## config.mk

```make
export PLATFORM = sky130hd
export DESIGN_NAME = stream_mux_n
export DESIGN_NICKNAME = d
export VERILOG_FILES = /design/src/rtl/stream_mux_pkg.sv /design/src/rtl/rr_pick.sv /design/src/rtl/stream_mux_n.sv
export SDC_FILE = /design/constraint.sdc
export NUM_CORES = 1
export LEC_CHECK = 0
export CAP_MARGIN = 10
export CORE_MARGIN = 1.5
export CORE_UTILIZATION = 34
export CTS_CLUSTER_DIAMETER = 150
export DETAILED_ROUTE_END_ITERATION = 16
export PLACE_DENSITY = 0.83
export SKIP_CTS_REPAIR_TIMING = 1
export SYNTH_ARGS = -nofsm -noshare
export SYNTH_HDL_FRONTEND = slang
export SYNTH_HIERARCHICAL = 1
export SYNTH_SLANG_ARGS = --single-unit
```

## constraint.sdc

```tcl
create_clock -name clk -period 1.9 [get_ports clk]
set_input_delay 0.475 -clock clk [delete_from_list [all_inputs] [get_ports clk]]
set_output_delay 0.475 -clock clk [all_outputs]
set_load 0.01 [all_outputs]
```

## src/rtl/stream_mux_pkg.sv

```systemverilog
// stream_mux_pkg
//   Shared definitions for the N-channel packet stream multiplexer:
//   selection-mode encodings and the arbiter FSM state encoding.
package stream_mux_pkg;

    localparam int unsigned MODE_SEL = 0;  // channel chosen by external sel input
    localparam int unsigned MODE_RR  = 1;  // round-robin over valid channels

    typedef enum logic {
        StIdle   = 1'b0,
        StLocked = 1'b1
    } state_e;

endpackage

```

## src/rtl/rr_pick.sv

```systemverilog
// rr_pick
//   Combinational round-robin search. Returns the first requesting channel
//   found when scanning upward from (i_ptr + 1) mod N, wrapping around, so
//   channel i_ptr itself has the lowest priority.
//   Ports:
//     i_req   [N]  per-channel request
//     i_ptr   [SW] last-served channel
//     o_idx   [SW] chosen channel (0 when nothing requests)
//     o_found      at least one channel requests
module rr_pick
    import stream_mux_pkg::*;
#(
    parameter int unsigned N  = 4,
    parameter int unsigned SW = $clog2(N)
) (
    input  logic [N-1:0]  i_req,
    input  logic [SW-1:0] i_ptr,
    output logic [SW-1:0] o_idx,
    output logic          o_found
);

    logic [SW-1:0] w_cand;

    always_comb begin
        o_idx   = '0;
        o_found = 1'b0;
        w_cand  = '0;
        // Scan farthest-first so the nearest requester after i_ptr is kept last.
        for (int k = int'(N); k > 0; k--) begin
            w_cand = SW'((32'(i_ptr) + 32'(k)) % N);
            if (i_req[w_cand]) begin
                o_found = 1'b1;
                o_idx   = w_cand;
            end
        end
    end

endmodule

```

## src/rtl/stream_mux_n.sv

```systemverilog
// stream_mux_n
//   Packet-level N:1 stream multiplexer. Once a channel is granted it stays
//   locked until its last beat transfers, then the arbiter returns to idle
//   and re-arbitrates. The output beat is held in a single register that
//   supports full throughput and stalls cleanly under backpressure.
//   Parameters: N channels, W data bits, MODE (MODE_SEL external / MODE_RR).
//   Ports:
//     clk, rst_n                   clock, asynchronous active-low reset
//     in_data/in_valid/in_last     per-channel input beats (channel i at [i*W +: W])
//     in_ready                     per-channel accept, only the locked channel
//     sel                          requested channel (MODE_SEL only)
//     out_data/out_valid/out_last  registered output beat
//     out_ready                    downstream accept
//     grant                        locked channel
//     busy                         high while locked
module stream_mux_n
    import stream_mux_pkg::*;
#(
    parameter int unsigned N    = 4,
    parameter int unsigned W    = 8,
    parameter int unsigned MODE = MODE_SEL
) (
    input  logic                 clk,
    input  logic                 rst_n,
    input  logic [N*W-1:0]       in_data,
    input  logic [N-1:0]         in_valid,
    input  logic [N-1:0]         in_last,
    output logic [N-1:0]         in_ready,
    input  logic [$clog2(N)-1:0] sel,
    output logic [W-1:0]         out_data,
    output logic                 out_valid,
    output logic                 out_last,
    input  logic                 out_ready,
    output logic [$clog2(N)-1:0] grant,
    output logic                 busy
);

    localparam int unsigned SW = $clog2(N);

    state_e        r_state;
    logic [SW-1:0] r_grant;
    logic [SW-1:0] r_ptr;
    logic          r_busy;
    logic [W-1:0]  r_out_data;
    logic          r_out_valid;
    logic          r_out_last;

    logic [W-1:0]  w_ch_data [N];
    logic [SW-1:0] w_rr_idx;
    logic          w_rr_found;
    logic [SW-1:0] w_req_idx;
    logic          w_req_found;
    logic          w_out_free;
    logic          w_xfer;

    always_comb begin
        for (int i = 0; i < int'(N); i++) begin
            w_ch_data[i] = in_data[i*W +: W];
        end
    end

    rr_pick #(
        .N  (N),
        .SW (SW)
    ) u_rr_pick (
        .i_req   (in_valid),
        .i_ptr   (r_ptr),
        .o_idx   (w_rr_idx),
        .o_found (w_rr_found)
    );

    // Request seen while idle; an out-of-range sel counts as no request.
    always_comb begin
        if (MODE == MODE_RR) begin
            w_req_idx   = w_rr_idx;
            w_req_found = w_rr_found;
        end else begin
            w_req_idx   = sel;
            w_req_found = (32'(sel) < N) && in_valid[sel];
        end
    end

    // Output register can take a beat when empty or being drained this cycle.
    assign w_out_free = !r_out_valid || out_ready;
    assign w_xfer     = (r_state == StLocked) && in_valid[r_grant] && w_out_free;

    always_comb begin
        in_ready = '0;
        if ((r_state == StLocked) && w_out_free) begin
            in_ready[r_grant] = 1'b1;
        end
    end

    always_ff @(posedge clk or negedge rst_n) begin
        if (!rst_n) begin
            r_state     <= StIdle;
            r_grant     <= '0;
            r_ptr       <= SW'(N - 1);
            r_busy      <= 1'b0;
            r_out_data  <= '0;
            r_out_valid <= 1'b0;
            r_out_last  <= 1'b0;
        end else begin
            if (w_xfer) begin
                r_out_data  <= w_ch_data[r_grant];
                r_out_last  <= in_last[r_grant];
                r_out_valid <= 1'b1;
            end else if (out_ready) begin
                r_out_valid <= 1'b0;
            end

            case (r_state)
                StIdle: begin
                    if (w_req_found) begin
                        r_grant <= w_req_idx;
                        r_state <= StLocked;
                        r_busy  <= 1'b1;
                    end
                end
                StLocked: begin
                    if (w_xfer && in_last[r_grant]) begin
                        r_state <= StIdle;
                        r_busy  <= 1'b0;
                        r_ptr   <= r_grant;  // finishing channel gets lowest priority
                    end
                end
                default: begin
                    r_state <= StIdle;
                    r_busy  <= 1'b0;
                end
            endcase
        end
    end

    assign out_data  = r_out_data;
    assign out_valid = r_out_valid;
    assign out_last  = r_out_last;
    assign grant     = r_grant;
    assign busy      = r_busy;

endmodule

```

* Word-level counts from Yosys, hierarchy flattened
Index checks and enable logic that the tools add are counted.
Word-level totals: register bits after elaboration 14, logic and storage cells 44, output and inout port bits 17, bits of input ports 45
Cells by class: eq/ne operators 2, mux-type cells 20, bitwise operators 2, reduce and logical (&&, ||, !) cells 10, magnitude comparators 4
Operators by type and width (count):
- 8-bit binary-select mux with 2-bit select | 1
- 8-bit 2-to-1 mux | 2
- 1-bit 2-to-1 mux | 10
- 1-bit binary-select mux with 2-bit select | 3
- 2-bit by 3-bit < comparator with 1-bit output (second input constant) | 2
- 1-bit logical AND | 5
- 4-bit 2-to-1 mux | 1
- 1-bit case mux with 2 select lines | 2
- 2-bit AND reduction | 2
- 3-bit greater-or-equal comparator (second input constant) | 1
- 2-bit inverter with 3-bit output | 1
- 1-bit demux with 2-bit select | 1
- 2-bit by 1-bit greater-or-equal comparator with 1-bit output (second input constant) | 1
- 2-bit by 1-bit != test with 1-bit output (second input constant) | 1
- 2-bit != test (second input constant) | 1
- 2-bit nonzero test | 1
- 1-bit zero test | 1
- 1-bit logical OR | 1
- 1-bit inverter | 1

* Depth between registers and ports, before layout
depth in word-level cells 7, depth in mapped cells 4, depth with buffers taken out 3

* Least setup slack after synthesis
Ideal clock, no wire load.
path type reg2reg, from register r_grant[0] (netlist: grant[0]), to register r_out_data[0] (netlist: out_data[0]), arrival 1.546 ns, cell stages (with the launch flop) 5, setup slack 0.230 ns, data required time 1.775 ns, period minus slack after synthesis 1.670 ns, cell sequence dfrtp_1 > buf_6 > mux4_2 > nand3_4 > mux2_2
On the way: cells in the longest elaborated chain, start to end 4
Ends and longest elaborated chain:
- from (decl) | RTL line stream_mux_n.sv:41 | logic [SW-1:0] r_grant;
- from (signal assigned) | RTL line stream_mux_n.sv:115 | r_grant <= w_req_idx;
- 2-bit inverter with 3-bit output (implied by the code) / 1-bit binary-select mux with 2-bit select (equally long branches) | RTL line stream_mux_n.sv:105, stream_mux_n.sv:85
- 8-bit binary-select mux with 2-bit select / 1-bit 2-to-1 mux (equally long branches) | RTL line stream_mux_n.sv:105, stream_mux_n.sv:85
- 8-bit 2-to-1 mux (implied by the code) / 1-bit logical AND (equally long branches) (2 in series) | RTL line stream_mux_n.sv:105, stream_mux_n.sv:85
- to (signal assigned) | RTL line stream_mux_n.sv:105 | r_out_data <= w_ch_data[r_grant];
- to (decl) | RTL line stream_mux_n.sv:44 | logic [W-1:0] r_out_data;
Several ways; a longest one is shown, not always the timed one. The select of a mux whose other input is x is not followed. A chain may end at the register's enable or synchronous reset.

* Final worst setup path
from register r_grant[0] (netlist: grant[0]), to output port grant[0]
RTL lines:
- to (decl) | RTL line stream_mux_n.sv:34 | output logic [$clog2(N)-1:0] grant,
No word-level cell between the ends.

==> metrics.log <==
[metrics] number of nets produced by synthesis: 98
[metrics] row count: 17
[metrics] count of routing violations after the opening detailed-route iteration: 5
[metrics] run status: completed
[metrics] RSZ-0062 raised after global routing: false
[metrics] wire length of the first global-routing pass: 3.46 mm
[metrics] # nets final: 167
[metrics] sequential-to-total area share from yosys stat: 41.6%
[metrics] number of library cell types mapped by synthesis: 16
[metrics] core occupancy in the finished layout: 69.2%
[metrics] number of buffer cells added on primary ports: 61
[metrics] DRC viols: 0
[metrics] Clock transition at path regs: 0.08 ns
[metrics] Detailed Route WL: 2.06 mm
[metrics] number of maximum-capacitance constraint violations: 0
[metrics] area of all placed cells without fillers: 1570 um2
[metrics] slowest cell on the critical path: sky130_fd_sc_hd__clkdlybuf4s50_1
[metrics] sinks on the clock net: 14
[metrics] slowest stage delay, CP: 0.58 ns
[metrics] synthesized-area fraction occupied by xor and xnor cells: 0%
[metrics] root buffer selected by CTS: sky130_fd_sc_hd__clkbuf_4
[metrics] ratio of total power to cell area: 1340 nW/um2
[metrics] horizontal extent of the die: 52.8 um
[metrics] Syn Std Cell Area: 842 um2
[metrics] final hold violation count: 0
[metrics] Clock Skew: 0.00132 ns
[metrics] Inserted Diodes: 0
[metrics] Synth Instances: 53
[metrics] kind of capture point of the worst setup path: primary output
[metrics] via count of the first global-routing pass: 837
[metrics] worst-path cell chain: clkdlybuf4s50_1
[metrics] top cell family by delay on the critical path: buffers and inverters
[metrics] per-cell via count in the routed design: 5.15
[metrics] starting density of the core: 37.0%
[metrics] Commonest cells post-synth: 14 x sky130_fd_sc_hd__dfrtp_1, 10 x sky130_fd_sc_hd__mux2_2, 9 x sky130_fd_sc_hd__mux4_2
[metrics] overall global routing resource usage: 17.3%
[metrics] initial antenna violation count: 0
[metrics] Buf/Inv on CP: 1
[metrics] Final Max Slew Viols: 0
[metrics] number of buffers on the longest clock path: 2
[metrics] total I/O pin count: 62
[metrics] clock insertion delay at the later pin of the skew report: 0.27 ns
[metrics] mean instance size in the synthesized netlist: 15.9 um2
[metrics] Max Freq: 551 MHz
[metrics] CP Launch Type: flop
[metrics] EDFF count, synth: 0
[metrics] standard cell area after detailed placement: 1500 um2
[metrics] type of the setup path with the least slack: flop to primary output
[metrics] area enclosed by the die boundary: 2780 um2
[metrics] post-detailed-route wirelength per cell: 13.9 um
[metrics] count of vias placed by the detailed router: 767
[metrics] DIE HEIGHT: 52.8 um
[metrics] endpoint arrival time on the critical path: 1.34 ns
[metrics] commonest register cell after synthesis: sky130_fd_sc_hd__dfrtp_1
[metrics] worst IR drop on VDD: 0.872 mV
[metrics] clock tree from TritonCTS: done
[metrics] synthesis-to-finish area growth: 86.9%
[metrics] Placed Instances: 144
[metrics] Warnings, synthesis: 6
[metrics] largest cells by area after synthesis: sky130_fd_sc_hd__dfrtp_1 42%, sky130_fd_sc_hd__mux4_2 24%, sky130_fd_sc_hd__mux2_2 13%
[metrics] Required @ worst endpoint: 1.42 ns
[metrics] endpoints failing setup: 0
[metrics] highest net fanout along the worst path: 8
[metrics] synthesized-area fraction occupied by adder cells: 0%
[metrics] slew at the pin with the worst max-slew slack: 0.626 ns
[metrics] combinational family with the most area after synthesis: multiplexers
[metrics] FF+latch count, synth: 14
[metrics] post-placement setup slack: -0.465 ns
[metrics] depth of the CTS H-tree: 1
[metrics] core outline area: 2280 um2
[metrics] global route overflow: 0
[metrics] asr flop ratio synth: 100%
[metrics] Finished Layout Cells: 149
[metrics] total design power: 2110 uW
[metrics] area fraction in compound gates after synthesis: 3.27%
[metrics] leakage power summed over all cells: 0.000672 uW
[metrics] post-synth top area cell: sky130_fd_sc_hd__dfrtp_1
[metrics] post-route clock period utilization: 95.6%
[metrics] Antenna Violating Nets Remaining: 0
[metrics] path type of the worst min-delay path: flop to flop
[metrics] hpwl dp: 1.74 mm
[metrics] proportion of synthesized area in mux cells: 43.7%
[metrics] global placement routability congestion: 0.719
[metrics] most frequent cell after synthesis: sky130_fd_sc_hd__dfrtp_1
[metrics] Post-Synth Simple-Gate Area: 7.88%
[metrics] share of Yosys cell area claimed by the top area cell type: 41.6%
[metrics] final critical-path required period: 1.82 ns
[metrics] largest net degree at the start of global routing: 15
[metrics] Slew HR: 58.1%
[metrics] iteration count of the initial detailed-routing pass: 3
[metrics] number of buffers created by CTS: 3
[metrics] share of layout cells above drive strength 1: 32.2%
[metrics] final worst slack: 0.0836 ns
-- cells by family after synthesis --
| group | count (synthesis) |
|---|---|
| mux | 21 |
| compound gates | 3 |
| buf+inv | 4 |
| flops | 14 |
| simple gates | 11 |
-- cell type report --
cell class,count,area (um2)
Fill cell,166,702
Sequential cell,14,353
Multi-Input combinational cell,35,489
Clock buffer,4,36.3
Inverter,1,3.75
Tap cell,28,35.0
Timing Repair Buffer,67,657
-- per-stage QoR --
step	hold WS, ns	TNS (ns)
4_1_cts	0.503	-1.97
2_1_floorplan	0.179	0
5_1_grt	0.526	0
3_3_place_gp	0.475	-3.38
3_5_place_dp	0.484	-3.88
6_report	0.501	0
-- state kept, by name, summed over array words and instances, names as in the netlist --
signal	count
out_valid	1
out_data	8
grant	2
r_state	1
busy	1
out_last	1
-- worst paths after layout --
check,from,end,slack (ns),cells past startpoint
worst max-delay path,grant[0]$_DFFE_PN0P_,grant[0],0.08,1
worst min-delay path,busy$_DFFE_PN0P_,busy$_DFFE_PN0P_,0.50,1
worst max register to register,grant[0]$_DFFE_PN0P_,out_data[4]$_DFFE_PN0P_,0.17,3
worst min register to register,busy$_DFFE_PN0P_,busy$_DFFE_PN0P_,0.50,1
max in group asynchronous,rst_n,grant[0]$_DFFE_PN0P_,0.87,1
min in group asynchronous,rst_n,out_last$_DFFE_PN0P_,0.59,1
-- metal layers --
layer  vias up  GRT usage (%)  part of all wire (%)
li1        350              -                     -
met1       376           17.9                    35
met2        39           32.5                    55
met3         2           4.86                   8.9
met4         0           6.41                  0.73
met5         -              0                     0
-- report_power, final --
part	switching [uW]	leakage, uW	internal [uW]
registers	131	0.000161	458
logic	464	0.000490	855
clock network	90.1	0.0000210	116
-- cell usage in the layout, fill, tap and decap left out --
cell and instances:
sky130_fd_sc_hd__clkbuf_2 1, sky130_fd_sc_hd__nor3_1 2, sky130_fd_sc_hd__nand2_1 2, sky130_fd_sc_hd__inv_1 1
sky130_fd_sc_hd__dfrtp_2 2, sky130_fd_sc_hd__nand3_4 2, sky130_fd_sc_hd__clkbuf_8 1, sky130_fd_sc_hd__a21bo_2 2
sky130_fd_sc_hd__dlymetal6s2s_1 3, sky130_fd_sc_hd__clkbuf_4 3, sky130_fd_sc_hd__mux4_2 9, sky130_fd_sc_hd__buf_2 1
sky130_fd_sc_hd__buf_6 1, sky130_fd_sc_hd__o21a_1 1, sky130_fd_sc_hd__nor2_1 2, sky130_fd_sc_hd__buf_4 5
sky130_fd_sc_hd__mux2_2 10, sky130_fd_sc_hd__nand4_1 1, sky130_fd_sc_hd__clkdlybuf4s50_1 56, sky130_fd_sc_hd__dfrtp_1 12
sky130_fd_sc_hd__mux4_1 2, sky130_fd_sc_hd__nand2b_4 2
-- worst register-to-register path: cells and delay by family, from the launching register on --
kind             cells  cell delay, ns
and+or+nand+nor      1            0.19
DFF                  1            0.49
muxes                2            0.94
(Power assumes the default switching activity.)
